File: src/rtl/rtc_refresh_scheduler.sv
// Periodically reads the RTC timekeeping registers over the shared bus engine, buffers them and
// streams them out with inicioSecuencia framing; user write requests are arbitrated onto the same bus.
module rtc_refresh_scheduler #(
  parameter int unsigned N_REGS      = 8,
  parameter logic [7:0]  BASE_ADDR   = 8'h21,
  parameter int unsigned REFRESH_DIV = 1,
  parameter int unsigned LEAD        = 10,
  parameter int unsigned TRAIL       = 3,
  parameter int unsigned TIMEOUT     = 255
) (
  input  logic       clk,
  input  logic       reset,
  input  logic       frame_tick,
  input  logic       wr_req,
  input  logic [7:0] wr_addr,
  input  logic [7:0] wr_data,
  output logic       wr_ack,
  output logic       bus_req,
  output logic       bus_we,
  output logic [7:0] bus_addr,
  output logic [7:0] bus_wdata,
  input  logic       bus_done,
  input  logic [7:0] bus_rdata,
  output logic       inicioSecuencia,
  output logic [7:0] datoRTC,
  output logic       busy,
  output logic       err
);

  localparam int unsigned IDX_W = (N_REGS > 1) ? $clog2(N_REGS) : 1;
  localparam int unsigned TOTAL = LEAD + N_REGS + TRAIL;
  localparam int unsigned CNT_W = $clog2(TOTAL + 1);
  localparam int unsigned TMO_W = $clog2(TIMEOUT + 1);

  typedef enum logic [1:0] {
    S_IDLE   = 2'd0,
    S_WR     = 2'd1,
    S_RD     = 2'd2,
    S_STREAM = 2'd3
  } state_e;

  state_e           state_q, state_d;
  logic [7:0]       div_q, div_d;
  logic             pend_rd_q, pend_rd_d;
  logic [IDX_W-1:0] idx_q, idx_d;
  logic [TMO_W-1:0] tmo_q, tmo_d;
  logic [CNT_W-1:0] cnt_q, cnt_d;
  logic [7:0]       buf_q [N_REGS];
  logic [7:0]       buf_d [N_REGS];

  logic             bus_req_q, bus_req_d;
  logic             bus_we_q, bus_we_d;
  logic [7:0]       bus_addr_q, bus_addr_d;
  logic [7:0]       bus_wdata_q, bus_wdata_d;
  logic             wr_ack_q, wr_ack_d;
  logic             ini_q, ini_d;
  logic [7:0]       dato_q, dato_d;
  logic             busy_q, busy_d;
  logic             err_q, err_d;

  logic             acc_tmo;
  logic             acc_end;

  // An access ends on bus_done or on its TIMEOUT-th cycle without one.
  assign acc_tmo = bus_req_q && !bus_done && (tmo_q == TMO_W'(TIMEOUT - 1));
  assign acc_end = bus_req_q && (bus_done || acc_tmo);

  always_ff @(posedge clk or negedge reset) begin
    if (!reset) begin
      state_q     <= S_IDLE;
      div_q       <= '0;
      pend_rd_q   <= 1'b0;
      idx_q       <= '0;
      tmo_q       <= '0;
      cnt_q       <= '0;
      for (int i = 0; i < int'(N_REGS); i++) buf_q[i] <= 8'h00;
      bus_req_q   <= 1'b0;
      bus_we_q    <= 1'b0;
      bus_addr_q  <= 8'h00;
      bus_wdata_q <= 8'h00;
      wr_ack_q    <= 1'b0;
      ini_q       <= 1'b0;
      dato_q      <= 8'h00;
      busy_q      <= 1'b0;
      err_q       <= 1'b0;
    end else begin
      state_q     <= state_d;
      div_q       <= div_d;
      pend_rd_q   <= pend_rd_d;
      idx_q       <= idx_d;
      tmo_q       <= tmo_d;
      cnt_q       <= cnt_d;
      for (int i = 0; i < int'(N_REGS); i++) buf_q[i] <= buf_d[i];
      bus_req_q   <= bus_req_d;
      bus_we_q    <= bus_we_d;
      bus_addr_q  <= bus_addr_d;
      bus_wdata_q <= bus_wdata_d;
      wr_ack_q    <= wr_ack_d;
      ini_q       <= ini_d;
      dato_q      <= dato_d;
      busy_q      <= busy_d;
      err_q       <= err_d;
    end
  end

  always_comb begin
    state_d   = state_q;
    div_d     = div_q;
    pend_rd_d = pend_rd_q;
    idx_d     = idx_q;
    tmo_d     = tmo_q;
    cnt_d     = cnt_q;
    err_d     = err_q;
    buf_d     = buf_q;

    case (state_q)
      S_IDLE: begin
        // wr_req is still high in the cycle wr_ack is seen; ignoring it then avoids a repeat write.
        if (wr_req && !wr_ack_q) begin
          state_d = S_WR;
          tmo_d   = '0;
        end else if (pend_rd_q) begin
          state_d   = S_RD;
          idx_d     = '0;
          tmo_d     = '0;
          pend_rd_d = 1'b0;
          err_d     = 1'b0;
        end
      end
      S_WR: begin
        if (acc_tmo) err_d = 1'b1;
        if (acc_end) state_d = S_IDLE;
        else         tmo_d   = tmo_q + TMO_W'(1);
      end
      S_RD: begin
        if (bus_req_q) begin
          if (acc_end) begin
            buf_d[idx_q] = acc_tmo ? 8'h00 : bus_rdata;
            if (acc_tmo) err_d = 1'b1;
            if (idx_q == IDX_W'(N_REGS - 1)) begin
              state_d = S_STREAM;
              cnt_d   = '0;
            end else begin
              idx_d = idx_q + IDX_W'(1);
            end
          end else begin
            tmo_d = tmo_q + TMO_W'(1);
          end
        end else begin
          tmo_d = '0;
        end
      end
      S_STREAM: begin
        if (cnt_q == CNT_W'(TOTAL - 1)) state_d = S_IDLE;
        else                            cnt_d   = cnt_q + CNT_W'(1);
      end
      default: state_d = S_IDLE;
    endcase

    // Divider runs in every state; a tick arriving as a refresh starts re-arms the pending flag.
    if (frame_tick) begin
      if (div_q == 8'(REFRESH_DIV - 1)) begin
        div_d     = 8'h00;
        pend_rd_d = 1'b1;
      end else begin
        div_d = div_q + 8'h01;
      end
    end
  end

  always_comb begin
    bus_req_d   = bus_req_q;
    bus_we_d    = bus_we_q;
    bus_addr_d  = bus_addr_q;
    bus_wdata_d = bus_wdata_q;
    wr_ack_d    = 1'b0;
    ini_d       = 1'b0;
    dato_d      = 8'h00;
    busy_d      = (state_d != S_IDLE);

    case (state_q)
      S_IDLE: begin
        if (state_d == S_WR) begin
          bus_req_d   = 1'b1;
          bus_we_d    = 1'b1;
          bus_addr_d  = wr_addr;
          bus_wdata_d = wr_data;
        end else if (state_d == S_RD) begin
          bus_req_d   = 1'b1;
          bus_we_d    = 1'b0;
          bus_addr_d  = BASE_ADDR;
          bus_wdata_d = 8'h00;
        end
      end
      S_WR: begin
        if (acc_end) begin
          wr_ack_d    = 1'b1;
          bus_req_d   = 1'b0;
          bus_we_d    = 1'b0;
          bus_addr_d  = 8'h00;
          bus_wdata_d = 8'h00;
        end
      end
      S_RD: begin
        if (bus_req_q) begin
          if (acc_end) begin
            bus_req_d  = 1'b0;
            bus_addr_d = 8'h00;
          end
        end else begin
          // One idle cycle between reads, then the next register address.
          bus_req_d   = 1'b1;
          bus_we_d    = 1'b0;
          bus_addr_d  = BASE_ADDR + 8'(idx_q);
          bus_wdata_d = 8'h00;
        end
      end
      default: ;
    endcase

    if (state_d == S_STREAM) begin
      ini_d = 1'b1;
      if (cnt_d >= CNT_W'(LEAD) && cnt_d < CNT_W'(LEAD + N_REGS))
        dato_d = buf_d[IDX_W'(cnt_d - CNT_W'(LEAD))];
    end
  end

  assign wr_ack          = wr_ack_q;
  assign bus_req         = bus_req_q;
  assign bus_we          = bus_we_q;
  assign bus_addr        = bus_addr_q;
  assign bus_wdata       = bus_wdata_q;
  assign inicioSecuencia = ini_q;
  assign datoRTC         = dato_q;
  assign busy            = busy_q;
  assign err             = err_q;

endmodule

File: config.mk
export PLATFORM = sky130hd
export DESIGN_NAME = rtc_refresh_scheduler
export DESIGN_NICKNAME = d
export VERILOG_FILES = /design/src/rtl/rtc_refresh_scheduler.sv
export SDC_FILE = /design/constraint.sdc
export NUM_CORES = 1
export LEC_CHECK = 0
export BUFFER_PORTS_ARGS = -buffer_cell sky130_fd_sc_hd__buf_2
export CAP_MARGIN = 30
export CORE_AREA = 2 2 104 206
export DETAILED_ROUTE_END_ITERATION = 8
export DIE_AREA = 0 0 106 208
export PLACE_DENSITY_LB_ADDON = 0.12
export SLEW_MARGIN = 20
export SYNTH_ARGS = -nofsm -noshare
export SYNTH_HDL_FRONTEND = slang
export SYNTH_SLANG_ARGS = --single-unit
File: constraint.sdc
create_clock -name clk -period 2.45 [get_ports clk]
set_clock_uncertainty 0.05 [all_clocks]
set_input_delay 0.1225 -clock clk [delete_from_list [all_inputs] [get_ports clk]]
set_output_delay 0.1225 -clock clk [all_outputs]
set_load 0.05 [all_outputs]
# Yosys cells after proc, flatten, opt, wreduce, memory -nomap -nowiden
# Index checks and enable logic that the tools add are counted.
[classes]
reduce_logical = 20
eq_ne = 18
add_sub_neg = 6
bitwise = 2
order_cmp = 5
muxes = 70
[op_table]
columns = ["operator", "count"]
rows = [
  ["$mux 64", 3],
  ["$mux 8", 19],
  ["$pmux 8 s3", 3],
  ["$bwmux 64", 1],
  ["$bmux 8 s3", 1],
  ["$demux 8 s3", 1],
  ["$mux 1", 20],
  ["$mux 5", 4],
  ["$add 8x1->8 const B", 2],
  ["$mux 3", 5],
  ["$mux 2", 7],
  ["$ne 2x2->1 const B", 7],
  ["$pmux 5 s2", 1],
  ["$pmux 1 s3", 3],
  ["$eq 2x2->1 const B", 4],
  ["$eq 8x8->1 const B", 1],
  ["$ge 4x4->1 const B", 2],
  ["$logic_not 8->1", 1],
  ["$not 3->4", 2],
  ["$pmux 2 s4", 1],
  ["$add 6x3->7 const A", 1],
  ["$logic_and 1x1->1", 6],
  ["$ne 3x3->1 const B", 2],
  ["$pmux 3 s2", 1],
  ["19 further kinds", 23],
]
[word_totals]
output_inout_bits = 30
elab_cells = 144
reg_bits = 121

# Longest topological paths before layout
# Gate-level depths: netlist (run 1).
[depth]
ltp_word = 15
depth_mapped = 12

# Worst setup path before layout (run 1)
# No wires, ideal clock.
[synth_timing]
kind = "reg-to-reg"
from = "register bus_req_q (netlist: bus_req)"
to = "register dato_q[0] (netlist: datoRTC[0])"
setup_ns = 0.155
synth_period_minus_slack_ns = 2.792
stages_incl_launch_ff = 11
arrival_ns = 2.587
path_buffers = 1
path_slack_ns = -0.342
cell_sequence = "dfrtp_1 -> buf_4 -> and4_4 -> a21oi_2 -> or2_1 -> a22o_1 -> inv_1 -> ha_1 -> nor2_1 -> o31ai_1 -> a21oi_1"
[synth_via]
elab_chain_len = 14
word_cells_on_any_way = 27
[synth_rtl]
columns = ["element", "line_no", "rtl"]
rows = [
  ["start, declared", "51", "logic bus_req_q, bus_req_d;"],
  ["start signal, assigned", "94", "bus_req_q <= bus_req_d;"],
  ["$logic_and 1x1->1 (2 in series)", "65", "assign acc_tmo = bus_req_q && !bus_done && (tmo_q == TMO_W'(TIMEOUT - 1));"],
  ["$logic_or 1x1->1", "66", "assign acc_end = bus_req_q && (bus_done || acc_tmo);"],
  ["$logic_and 1x1->1", "66", ""],
  ["$mux 5", "137", "if (acc_end) begin"],
  ["$mux 5 (*)", "136", "if (bus_req_q) begin"],
  ["$pmux 5 s2 (*)", "116", "case (state_q)"],
  ["via cnt_d[1]", "47", "logic [CNT_W-1:0] cnt_q, cnt_d;"],
  ["$sub 3x2->3", "224", "dato_d = buf_d[IDX_W'(cnt_d - CNT_W'(LEAD))];"],
  ["$not 3->4 (implied by the code)", "224", ""],
  ["$bmux 8 s3", "224", ""],
  ["$mux 8 (implied by the code) (2 in series)", "224", ""],
  ["$mux 8 (*)", "223", "if (cnt_d >= CNT_W'(LEAD) && cnt_d < CNT_W'(LEAD + N_REGS))"],
  ["$mux 8 (*)", "221", "if (state_d == S_STREAM) begin"],
  ["via dato_d[0]", "57", "logic [7:0] dato_q, dato_d;"],
  ["end signal, assigned", "100", "dato_q <= dato_d;"],
  ["end, declared", "57", ""],
]
# The timed path passes the listed nets; every way through them passes the cells marked *. The select of a mux whose other input is x is not followed.
# A chain may end at the register's enable or synchronous reset.

# Final worst setup path (run 1)
[layout_timing]
from = "register tmo_q[0]"
to = "register dato_q[6] (netlist: datoRTC[6])"
[layout_via]
elab_chain_len = 14
word_cells_on_any_way = 27
[layout_rtl]
columns = ["element", "line_no", "rtl"]
rows = [
  ["start, declared", "46", "logic [TMO_W-1:0] tmo_q, tmo_d;"],
  ["start signal, assigned", "91", "tmo_q <= tmo_d;"],
  ["$eq 8x8->1 (*)", "65", ""],
  ["$logic_and 1x1->1 (*)", "65", ""],
  ["$logic_or 1x1->1", "66", ""],
  ["$logic_and 1x1->1", "66", ""],
  ["$mux 5", "137", ""],
  ["$mux 5", "136", ""],
  ["$pmux 5 s2", "116", ""],
  ["$sub 3x2->3", "224", ""],
  ["$not 3->4 (implied by the code)", "224", ""],
  ["$bmux 8 s3", "224", ""],
  ["$mux 8 (implied by the code) (2 in series)", "224", ""],
  ["$mux 8", "223", ""],
  ["$mux 8 (*)", "221", ""],
  ["via dato_d[6]", "57", ""],
]
# Marked as above.

==> flow_summary.ini, run 1 <==
[sta]
min_period_over_period_pct = 106
rsz_0062_raised_after_global_routing = true
fin_worst_hold_slack_ns = 0.0280
report.final.hold_viol_count = 0
fin_crit_ns = 2.59
drv_slew = 0
max_freq_ghz = 0.386
timing.max_slew.rel_slack_pct = 63.5
post-route-worst-setup-slack_ns = -0.141
max_slew.worst_pin.slew_ns = 0.545
finalSetupViolCount = 8

[yosys]
synth_top_cell_by_area = sky130_fd_sc_hd__dfrtp_1
post-synth-top-area-fraction_pct = 50.1
mappedNetlistNets = 622
synth_mux_area_share_pct = 7.68
synthAdderAreaFrac_pct = 2.90
post_synth_main_area_contributors = sky130_fd_sc_hd__dfrtp_1 (50%), sky130_fd_sc_hd__a22o_1 (5.4%), sky130_fd_sc_hd__mux2i_1 (4.1%)
area_share_of_and_or_nand_nor_cells_after_synthesis_pct = 14.7
share_of_synthesized_area_occupied_by_flip_flops_and_latches_pct = 50.1
post_synth_inst_count = 579
synth-edff-count = 0
post_synthesis_compound_gate_area_fraction_pct = 18.1
synth.yosys.warnings = 0
post_synth_instance_area_mm2 = 0.00604
synthArstFlopShare_pct = 100
post_synth_xor_area_fraction_pct = 2.17
synth-main-ff-cell = sky130_fd_sc_hd__dfrtp_1
synth_cell_types = 66
ys_ff_latch = 121
mean_syn_cell_area_um2 = 10.4
dominant_combinational_cell_family_by_area_after_synthesis = compound AO/OA/AOI/OAI gates

[critical_path]
critical_path_cell_count = 10
worst-r2r-setup-slack_ns = -0.14
worst_path_max_delay_cell = sky130_fd_sc_hd__or4b_4
endpoint_kind = flip-flop
cp-startpoint = tmo_q[0]$_DFFE_PN0P_
cp.required_ns = 2.76
critical_path.reg2reg.startpoint = tmo_q[0]$_DFFE_PN0P_
worstPathArrival_ns = 2.90
crit-reg2reg-capture = datoRTC[6]$_DFF_PN0_
worst_reg2reg_path_length_in_cells = 10
endpoint = datoRTC[6]$_DFF_PN0_
cp-start-kind = flip-flop
worstPathBufferInverterCount = 2
critical_path.max_fanout = 6
critical_path.max_stage_delay_ns = 0.57
critical_path.top_delay_family = simple AND/OR/NAND/NOR gates
cell_by_cell_listing_of_the_critical_path = inv_1 > ha_2 > and4_4 > a21boi_4 > or4b_4 > buf_12 > nor2b_4 > mux2_4 > a211oi_2 > o311a_1
setup.worst_path.class = flip-flop to flip-flop

[place]
place.gp.congestion = 0.822
dp_cells = 978
placed_cell_area_mm2 = 0.00741
post_detailed_placement_half_perimeter_wirelength_um = 13700
number_of_i_o_port_buffers = 58

[finish]
num-fill-cells = 2000
final_core_util_pct = 42.5
nNetsFinal = 806
finalInstanceArea_mm2 = 0.00870
flow.area_growth_from_synthesis_pct = 43.9
share_of_final_layout_standard_cells_stronger_than_drive_strength_1_pct = 37.7
layout.cells.non_filler = 1042

[clock_tree]
cts-root-to-sink-buffers = 2
ctsHtreeMaxLevel = 4
clock_tree.root_cell = sky130_fd_sc_hd__clkbuf_16
clock_sink_count = 121
cts_made_buffers = 17
path_clk_slew_ns = 0.06
clkLatencyLatePin_ns = 0.42
tritoncts = done

[run]
cap_violations = 0

[route]
dr.first_iter.drc_count = 195
postRouteAntennaNets = 0
route.vias.total = 5140
drt_drc_violations_left = 0
vias_per_cell = 4.93
drt_first_pass_iters = 4
routedWlPerCell_um = 18.3
detail_route.wirelength_um = 19100

[power]
powerDensity_mw_per_mm2 = 1110
peakVddDrop_v = 0.000625
p_leak_nw = 4.13

[grt]
initial_antenna_violation_count = 1
global_route.overflow_total = 0
grt_first_pass_wirelength_um = 29700
grt_pass1_vias = 5450
grtUsageTotal_pct = 17.8
grt_max_degree = 49

[worst_hold_path]
hold_path.class = input port to flip-flop

[floorplanning]
rows = 74
ios = 59
fp.dieW_um = 106
start_util_pct = 29.5
die_y_um = 208
core_box_area_mm2 = 0.0205
die_area_mm2 = 0.0220

[outcome]
violations = setup timing
status = finished, violations left
## final cells by class
type                       count  area [um2]  share of cell area (%)
multi-input combinational    400        3160                    36.4
sequential                   121        3030                    34.8
timing repair buffer         189        1450                    16.7
clock buffer                  23         478                    5.50
tap                          266         333                    3.83
inverter                      34         143                    1.64
clock inverter                 8        95.1                    1.09
antenna                        1        2.50                  0.0288
## cells by family after synthesis
logic type                 Yosys count
and+or+nand+nor                    173
AOI/OAI and AO/OA                  153
DFF                                121
buffers and inverters               59
muxes                               44
xor gates and xnor gates            15
adders and majority gates           14
## placed cells by master, fill, tap and decap left out, types with 4 or more instances in the layout
cell type,synthesis,layout
sky130_fd_sc_hd__buf_4,3,99
sky130_fd_sc_hd__nand2_1,65,65
sky130_fd_sc_hd__a22o_1,37,35
sky130_fd_sc_hd__mux2_2,17,11
sky130_fd_sc_hd__nor3_1,8,6
sky130_fd_sc_hd__o21ai_1,1,6
sky130_fd_sc_hd__nor2_2,0,5
sky130_fd_sc_hd__clkinv_2,0,4
sky130_fd_sc_hd__mux2i_2,0,8
sky130_fd_sc_hd__nand3_1,11,11
sky130_fd_sc_hd__ha_1,14,10
sky130_fd_sc_hd__o211ai_1,15,15
sky130_fd_sc_hd__nand2b_1,7,7
sky130_fd_sc_hd__mux2i_1,25,11
sky130_fd_sc_hd__dlygate4sd3_1,0,19
sky130_fd_sc_hd__nor2_1,27,22
sky130_fd_sc_hd__mux2_4,0,6
sky130_fd_sc_hd__nand4_1,8,8
sky130_fd_sc_hd__inv_1,33,30
sky130_fd_sc_hd__clkbuf_16,0,18
sky130_fd_sc_hd__and2_1,9,9
sky130_fd_sc_hd__xnor2_1,8,8
sky130_fd_sc_hd__xor2_1,7,7
sky130_fd_sc_hd__mux2i_4,0,6
sky130_fd_sc_hd__buf_12,0,8
sky130_fd_sc_hd__a21oi_1,15,14
sky130_fd_sc_hd__nor4_1,6,4
sky130_fd_sc_hd__a32oi_2,0,4
sky130_fd_sc_hd__buf_2,4,58
sky130_fd_sc_hd__o21ai_0,41,35
sky130_fd_sc_hd__buf_6,4,4
sky130_fd_sc_hd__dfrtp_1,121,120
sky130_fd_sc_hd__a22oi_2,0,6
## Yosys cell counts (all sizes together) (12+ instances only)
cell type  instances
a21oi             16
a22o              37
buf               12
clkbuf            13
dfrtp            121
ha                14
inv               34
mux2              19
mux2i             25
nand2             65
nor2              28
o211ai            15
o21ai             42
## metal layers
metal	share of wire, %	wire length [um]	up-vias	global-route usage [%]
met5	0	0	-	0
met4	3.7	703	0	9.12
met3	2.3	449	30	3.13
met2	56	10700	93	33.4
met1	38	7230	2542	18.4
li1	-	-	2475	-
## power by group
group | total, mW | switching, mW | internal [mW]
registers | 2.56 | 0.213 | 2.35
logic | 4.58 | 2.64 | 1.94
clock network | 2.47 | 0.904 | 1.56
total | 9.61 | 3.75 | 5.86
## per-stage QoR
step	total power, mW	setup slack [ns]	setup TNS, ns
after floorplan	4.99	-0.0217	-0.137
after global placement	6.58	-0.331	-1.97
after detailed placement	6.63	-0.373	-2.39
after CTS	9.34	-0.135	-0.862
after global routing	10.2	-0.208	-1.41
final	9.61	-0.141	-0.655
## state kept, by name, indices dropped and copies added, names as in the netlist
name / flops
datoRTC: 8
inicioSecuencia: 1
bus_wdata: 8
bus_req: 1
tmo_q: 8
div_q: 8
wr_ack: 1
idx_q: 3
bus_we: 1
buf_q: 64
busy: 1
bus_addr: 8
state_q: 2
cnt_q: 5
err: 1
pend_rd_q: 1
## worst min-delay path by stage
| stage | end | slack, ns | cells past startpoint | start |
|---|---|---|---|---|
| after floorplan | buf_q[0]$_DFF_PN0_ | -0.22 | 0 | reset |
| after global placement | bus_wdata[6]$_DFFE_PN0P_ | 0.07 | 1 | reset |
| after detailed placement | bus_wdata[5]$_DFFE_PN0P_ | 0.08 | 1 | reset |
| after CTS | buf_q[16]$_DFF_PN0_ | 0.003 | 2 | bus_rdata[0] |
| after global routing | buf_q[16]$_DFF_PN0_ | 0.03 | 2 | bus_rdata[0] |
| final | buf_q[25]$_DFF_PN0_ | 0.03 | 2 | bus_rdata[1] |
## timing repair
item	in CTS	in global routing
gates resized for setup	41	44
setup endpoints to repair	10	19
endpoints found under the hold margin	54	0
pin swaps	11	21
gates cloned	1	2
setup buffers	4	8
hold buffers	19	0
No activity file was read; power rests on OpenSTA's default activity.
==> run 2: changes to the inputs <==
--- a/config.mk
+++ b/config.mk
@@ -10,7 +10,6 @@
 export CORE_AREA = 2 2 104 206
 export DETAILED_ROUTE_END_ITERATION = 8
 export DIE_AREA = 0 0 106 208
-export PLACE_DENSITY_LB_ADDON = 0.12
 export SLEW_MARGIN = 20
 export SYNTH_ARGS = -nofsm -noshare
 export SYNTH_HDL_FRONTEND = slang
==> run 2 against run 1 <==
The flow still finishes with violations (setup timing). Sequential power about the same. Via count increased by 2.4%. Hold slack got worse by 0.0075 ns. Power increased by 0.76%. First-iteration DRC count decreased by 7.7%. Combinational power about the same. Global-route usage decreased by 1.4 points. Clock power increased by 4%. Maximum frequency increased by 2.4%. Critical path depth increased by 2. Cell area increased by 1.1%. Critical path type unchanged. Largest power group unchanged. Highest routed layer unchanged.
==> flow_summary.ini, run 2 (synthesized netlist as in run 1, its figures left out) <==
[outcome]
status = finished, violations left
violations = setup timing

[power]
p_comb_share_pct = 47.0
power.sequential.fraction_pct = 26.4
powerDensity_mw_per_mm2 = 1100
p_int_mw = 5.87
switching_power_mw = 3.82
p_total_mw = 9.69
p_leak_nw = 4.16
netSwitchingFraction_pct = 39.4
p_clk_share_pct = 26.6
peakVddDrop_v = 0.000669

[critical_path]
cp-start-kind = flip-flop
critical_path.max_stage_delay_ns = 0.42
cp.required_ns = 2.70
setup.worst_path.class = flip-flop to flip-flop
cp-startpoint = tmo_q[0]$_DFFE_PN0P_
cell_by_cell_listing_of_the_critical_path = inv_1 > ha_2 > and4_4 > buf_4 > a21oi_4 > o21a_1 > nor2_4 > inv_6 > buf_4 > mux2i_1 > o221ai_2 > o311a_1
worst_reg2reg_path_length_in_cells = 12
critical_path.max_fanout = 9
crit-reg2reg-capture = datoRTC[6]$_DFF_PN0_
critical_path.reg2reg.startpoint = tmo_q[0]$_DFFE_PN0P_
worstPathArrival_ns = 2.78
worst-r2r-setup-slack_ns = -0.08
endpoint_kind = flip-flop
worst_path_most_repeated_cell = sky130_fd_sc_hd__buf_4
worst_path_max_delay_cell = sky130_fd_sc_hd__mux2i_1

[sta]
post-route-worst-setup-slack_ns = -0.0816
timing.max_slew.rel_slack_pct = 58.8
max_slew.worst_pin.slew_ns = 0.618
drv_slew = 0
fin_worst_hold_slack_ns = 0.0205
fin_crit_ns = 2.53
totalNegativeSetupSlack_ns = -0.287
min_period_over_period_pct = 103
rsz_0062_raised_after_global_routing = true
max_freq_ghz = 0.395
finalSetupViolCount = 7
report.final.hold_viol_count = 0

[worst_hold_path]
min_from = bus_rdata[5]
hold_path.class = input port to flip-flop
hold_path_depth = 2
timing.hold.worst_endpoint = buf_q[13]$_DFF_PN0_

[clock_tree]
clock_sink_count = 121
cts-root-to-sink-buffers = 2
cts_made_buffers = 17
tritoncts = done
clock_tree.root_cell = sky130_fd_sc_hd__clkbuf_16
path_clk_slew_ns = 0.06
ctsHtreeMaxLevel = 4
clkLatencyLatePin_ns = 0.43

[place]
dp_cells = 971
post-place-ws_ns = -0.201
place.gp.congestion = 0.852
number_of_i_o_port_buffers = 58
post_detailed_placement_half_perimeter_wirelength_um = 12400
placed_cell_area_mm2 = 0.00735

[route]
drt_first_pass_iters = 5
postRouteAntennaNets = 0
dr.first_iter.drc_count = 180
route.vias.total = 5264
vias_per_cell = 5.06
detail_route.wirelength_um = 17800
drt_drc_violations_left = 0
routedWlPerCell_um = 17.1

[grt]
grt_first_pass_wirelength_um = 28000
initial_antenna_violation_count = 0
grtUsageTotal_pct = 16.3
global_route.overflow_total = 0
grt_max_degree = 46
grt_pass1_vias = 5399

[floorplanning]
fp.dieW_um = 106
rows = 74
start_util_pct = 29.5
die_y_um = 208
core_box_area_mm2 = 0.0205
ios = 59
die_area_mm2 = 0.0220

[finish]
nNetsFinal = 805
layout_commonest_cell = sky130_fd_sc_hd__dfrtp_1
finalInstanceArea_mm2 = 0.00879
final_core_util_pct = 43.0
largest_register_ff_count = 64
multi_input_gate_area_in_the_final_layout_mm2 = 0.00323
flow.area_growth_from_synthesis_pct = 45.4
num-fill-cells = 1958
regMostFlops = buf_q
antenna_cells_inserted = 0
share_of_final_layout_standard_cells_stronger_than_drive_strength_1_pct = 37.9
layout.area.seq_mm2 = 0.00303
layout.cells.non_filler = 1041
mostFrequentLayoutCells = sky130_fd_sc_hd__dfrtp_1 (120), sky130_fd_sc_hd__buf_4 (91), sky130_fd_sc_hd__nand2_1 (64), sky130_fd_sc_hd__buf_2 (58), sky130_fd_sc_hd__a22o_1 (36)

[run]
cap_violations = 0
[run 2: changes by cell type in the layout (fill, tap and decap cells not counted), moves of 4 or more]
cell / before / now
sky130_fd_sc_hd__buf_4: 99 / 91
sky130_fd_sc_hd__buf_6: 4 / 11
sky130_fd_sc_hd__nor2_2: 5 / 0
sky130_fd_sc_hd__inv_6: 0 / 4
sky130_fd_sc_hd__mux2i_2: 8 / 4
sky130_fd_sc_hd__nor2_4: 1 / 5
[run 2: per-layer routing]
metal	GRT usage, %	wire length, um	part of all wire (%)
met4	8.17	704	4.0
met2	29.8	9750	55
met1	17.8	6640	37
met3	3.01	697	3.9
met5	0	0	0
[run 2: worst max path at each step]
stage	slack [ns]	depth (start not counted)	end
after floorplan	-0.02	10	datoRTC[0]$_DFF_PN0_
after global placement	-0.19	11	datoRTC[7]$_DFF_PN0_
after detailed placement	-0.20	13	datoRTC[2]$_DFF_PN0_
after CTS	-0.07	10	datoRTC[2]$_DFF_PN0_
after global routing	-0.17	12	datoRTC[6]$_DFF_PN0_
final	-0.08	12	datoRTC[6]$_DFF_PN0_
[run 2: final cells by class]
| class | count | share of cell area, % |
|---|---|---|
| well taps | 266 | 3.79 |
| clock buffers | 18 | 4.88 |
| inverters | 34 | 1.57 |
| multi-input cells | 399 | 36.7 |
| repair buffers | 189 | 16.6 |
| flip-flops and latches | 121 | 34.5 |
| clock inverters | 14 | 1.95 |
[run 2: what timing repair did]
item,CTS,global route
cloned,0,2
endpoints found under the hold margin,66,0
setup buffers,6,8
endpoints found under the setup margin,13,22
pin swaps,9,28
resized for setup,38,67
hold buffers,22,0
[run 2: worst max-delay path: cells and delay by family, from the launching register on]
family	cells	cell delay, ns
buf+inv	4	0.49
fa+ha+maj	1	0.18
mux	1	0.42
simple gates	2	0.25
compound gates	4	0.68
flops	1	0.34
[run 2: power by group through the flow]
stage                     Clock [mW]  Sequential [mW]  Combinational, mW
after detailed placement           0             2.58               3.74
after global placement             0             2.57               3.72
after global routing            2.71             2.60               4.92
after CTS                       2.62             2.55               4.04
after floorplan                    0             2.99               2.00
final                           2.57             2.56               4.56
==> run 3: changes to the inputs <==
--- a/config.mk
+++ b/config.mk
@@ -10,6 +10,7 @@
 export CORE_AREA = 2 2 104 206
 export DETAILED_ROUTE_END_ITERATION = 8
 export DIE_AREA = 0 0 106 208
+export SETUP_SLACK_MARGIN = 0.5
 export SLEW_MARGIN = 20
 export SYNTH_ARGS = -nofsm -noshare
 export SYNTH_HDL_FRONTEND = slang
==> run 3 against run 2 <==
Die area unchanged. Cell count is 1.2% higher. The run still ends with setup timing left. Critical path depth stayed put. Combinational power rose by 13%. Count of clock-buffer cells in the layout grew 2.
==> flow_summary.ini, run 3 (synthesized netlist as in run 1, its figures left out) <==
[sta]
max_freq_ghz = 0.384
min_period_over_period_pct = 106
drv_slew = 0
report.final.hold_viol_count = 0
totalNegativeSetupSlack_ns = -0.957
timing.max_slew.rel_slack_pct = 64.4
post-route-worst-setup-slack_ns = -0.152
rsz_0062_raised_after_global_routing = true
max_slew.worst_pin.slew_ns = 0.532
finalSetupViolCount = 8
fin_crit_ns = 2.60

[critical_path]
worstPathArrival_ns = 2.85
cp-start-kind = flip-flop
setup.worst_path.class = flip-flop to flip-flop
crit-reg2reg-capture = datoRTC[3]$_DFF_PN0_
endpoint_kind = flip-flop
critical_path.reg2reg.startpoint = tmo_q[0]$_DFFE_PN0P_
cell_by_cell_listing_of_the_critical_path = inv_2 > ha_4 > and4_4 > a21boi_4 > buf_6 > nor4b_4 > buf_6 > mux2i_4 > mux2i_1 > buf_4 > a32oi_4 > a21oi_2
critical_path.top_delay_family = simple AND/OR/NAND/NOR gates
worst_reg2reg_path_length_in_cells = 12
worstPathBufferInverterCount = 4
worst_path_max_delay_cell = sky130_fd_sc_hd__dfrtp_1
worst-r2r-setup-slack_ns = -0.15
critical_path.max_fanout = 4
worst_path_most_repeated_cell = sky130_fd_sc_hd__buf_6
cp.required_ns = 2.69
critical_path.max_stage_delay_ns = 0.38

[place]
place.gp.congestion = 0.851
post_detailed_placement_half_perimeter_wirelength_um = 12600
number_of_i_o_port_buffers = 58
dp_cells = 969

[grt]
grt_max_degree = 62
global_route.overflow_total = 0
initial_antenna_violation_count = 0
grtUsageTotal_pct = 17.0
grt_first_pass_wirelength_um = 29000
grt_pass1_vias = 5581

[clock_tree]
clkLatencyLatePin_ns = 0.42
cts-root-to-sink-buffers = 2
cts_made_buffers = 17
ctsHtreeMaxLevel = 4
path_clk_slew_ns = 0.06
tritoncts = done
clock_tree.root_cell = sky130_fd_sc_hd__clkbuf_16
clock_sink_count = 121

[route]
detail_route.wirelength_um = 18500
vias_per_cell = 5.03
routedWlPerCell_um = 17.6
route.vias.total = 5306
drt_drc_violations_left = 0
drt_first_pass_iters = 4
postRouteAntennaNets = 0
dr.first_iter.drc_count = 228

[finish]
layout.cells.non_filler = 1054
largest_register_ff_count = 64
antenna_cells_inserted = 0
share_of_final_layout_standard_cells_stronger_than_drive_strength_1_pct = 45.9
nNetsFinal = 818
layout_commonest_cell = sky130_fd_sc_hd__dfrtp_1
flow.area_growth_from_synthesis_pct = 54.0
regMostFlops = buf_q
num-fill-cells = 1846
mostFrequentLayoutCells = sky130_fd_sc_hd__dfrtp_1 (120), sky130_fd_sc_hd__buf_4 (88), sky130_fd_sc_hd__buf_2 (57), sky130_fd_sc_hd__nand2_1 (50), sky130_fd_sc_hd__a22o_1 (36)
final_core_util_pct = 45.5

[worst_hold_path]
timing.hold.worst_endpoint = buf_q[2]$_DFF_PN0_
hold_path_depth = 2
hold_path.class = input port to flip-flop
min_from = bus_rdata[2]

[floorplanning]
die_area_mm2 = 0.0220
fp.dieW_um = 106
rows = 74
core_box_area_mm2 = 0.0205
ios = 59
start_util_pct = 29.5
die_y_um = 208

[outcome]
violations = setup timing
status = finished, violations left

[power]
peakVddDrop_v = 0.000619
p_leak_nw = 4.31
powerDensity_mw_per_mm2 = 1130

[run]
cap_violations = 0
==> run 3: cell count changes in the layout (fill, tap and decap cells not counted), sizes merged <==
cell | previous run | this run
buf | 166 | 181
bufinv | 3 | 5
clkbuf | 19 | 22
clkinvlp | 3 | 1
dlygate4sd3 | 22 | 19
inv | 37 | 35
==> run 3: area by class of cell <==
class,count,area [um2],share of cell area [%]
sequential,121,3030,32.5
clock inverter,12,195,2.10
tap,266,333,3.58
multi-input combinational,399,3500,37.6
inverter,34,145,1.56
timing repair buffer,202,1650,17.7
clock buffer,20,457,4.91
==> run 3: per-stage QoR <==
| stage | power (mW) | hold slack [ns] | setup slack (ns) | instance area (um2) |
|---|---|---|---|---|
| after floorplan | 5.17 | -0.223 | -0.0201 | 6290 |
| after global placement | 6.49 | 0.0784 | -0.356 | 7400 |
| after detailed placement | 6.53 | 0.0832 | -0.350 | 7400 |
| after CTS | 10.1 | 0.0154 | -0.150 | 8810 |
| after global routing | 11.1 | 0.0337 | -0.233 | 9310 |
| final | 10.5 | 0.0309 | -0.152 | 9310 |
==> run 3: worst max-delay path by stage <==
| stage | cells past startpoint | to | from |
|---|---|---|---|
| 2_1_floorplan | 10 | datoRTC[1]$_DFF_PN0_ | bus_req$_DFFE_PN0P_ |
| 3_3_place_gp | 12 | datoRTC[3]$_DFF_PN0_ | tmo_q[0]$_DFFE_PN0P_ |
| 3_5_place_dp | 12 | datoRTC[3]$_DFF_PN0_ | tmo_q[0]$_DFFE_PN0P_ |
| 4_1_cts | 12 | datoRTC[3]$_DFF_PN0_ | tmo_q[0]$_DFFE_PN0P_ |
| 5_1_grt | 12 | datoRTC[3]$_DFF_PN0_ | tmo_q[0]$_DFFE_PN0P_ |
| 6_report | 12 | datoRTC[3]$_DFF_PN0_ | tmo_q[0]$_DFFE_PN0P_ |
==> run 3: report_power, final <==
part	total (mW)	switching [mW]	internal [mW]	leakage, nW
clock network	2.79	0.933	1.86	0.320
logic	5.14	2.90	2.25	2.36
registers	2.61	0.255	2.35	1.63
total	10.5	4.08	6.45	4.31
==> run 3: what timing repair did <==
| action | in CTS | in global routing |
|---|---|---|
| endpoints found under the hold margin | 52 | 0 |
| endpoints found under the setup margin | 80 | 81 |
| pin swaps | 31 | 23 |
| gates cloned | 1 | 2 |
| hold buffers | 19 | 0 |
| setup buffers | 18 | 13 |
| gates resized for setup | 112 | 74 |
==> run 3: layer usage <==
layer | GRT usage [%] | routed length (um)
met1 | 17.5 | 6870
met2 | 32.2 | 10400
met3 | 2.54 | 519
met4 | 9.03 | 703
met5 | 0 | 0
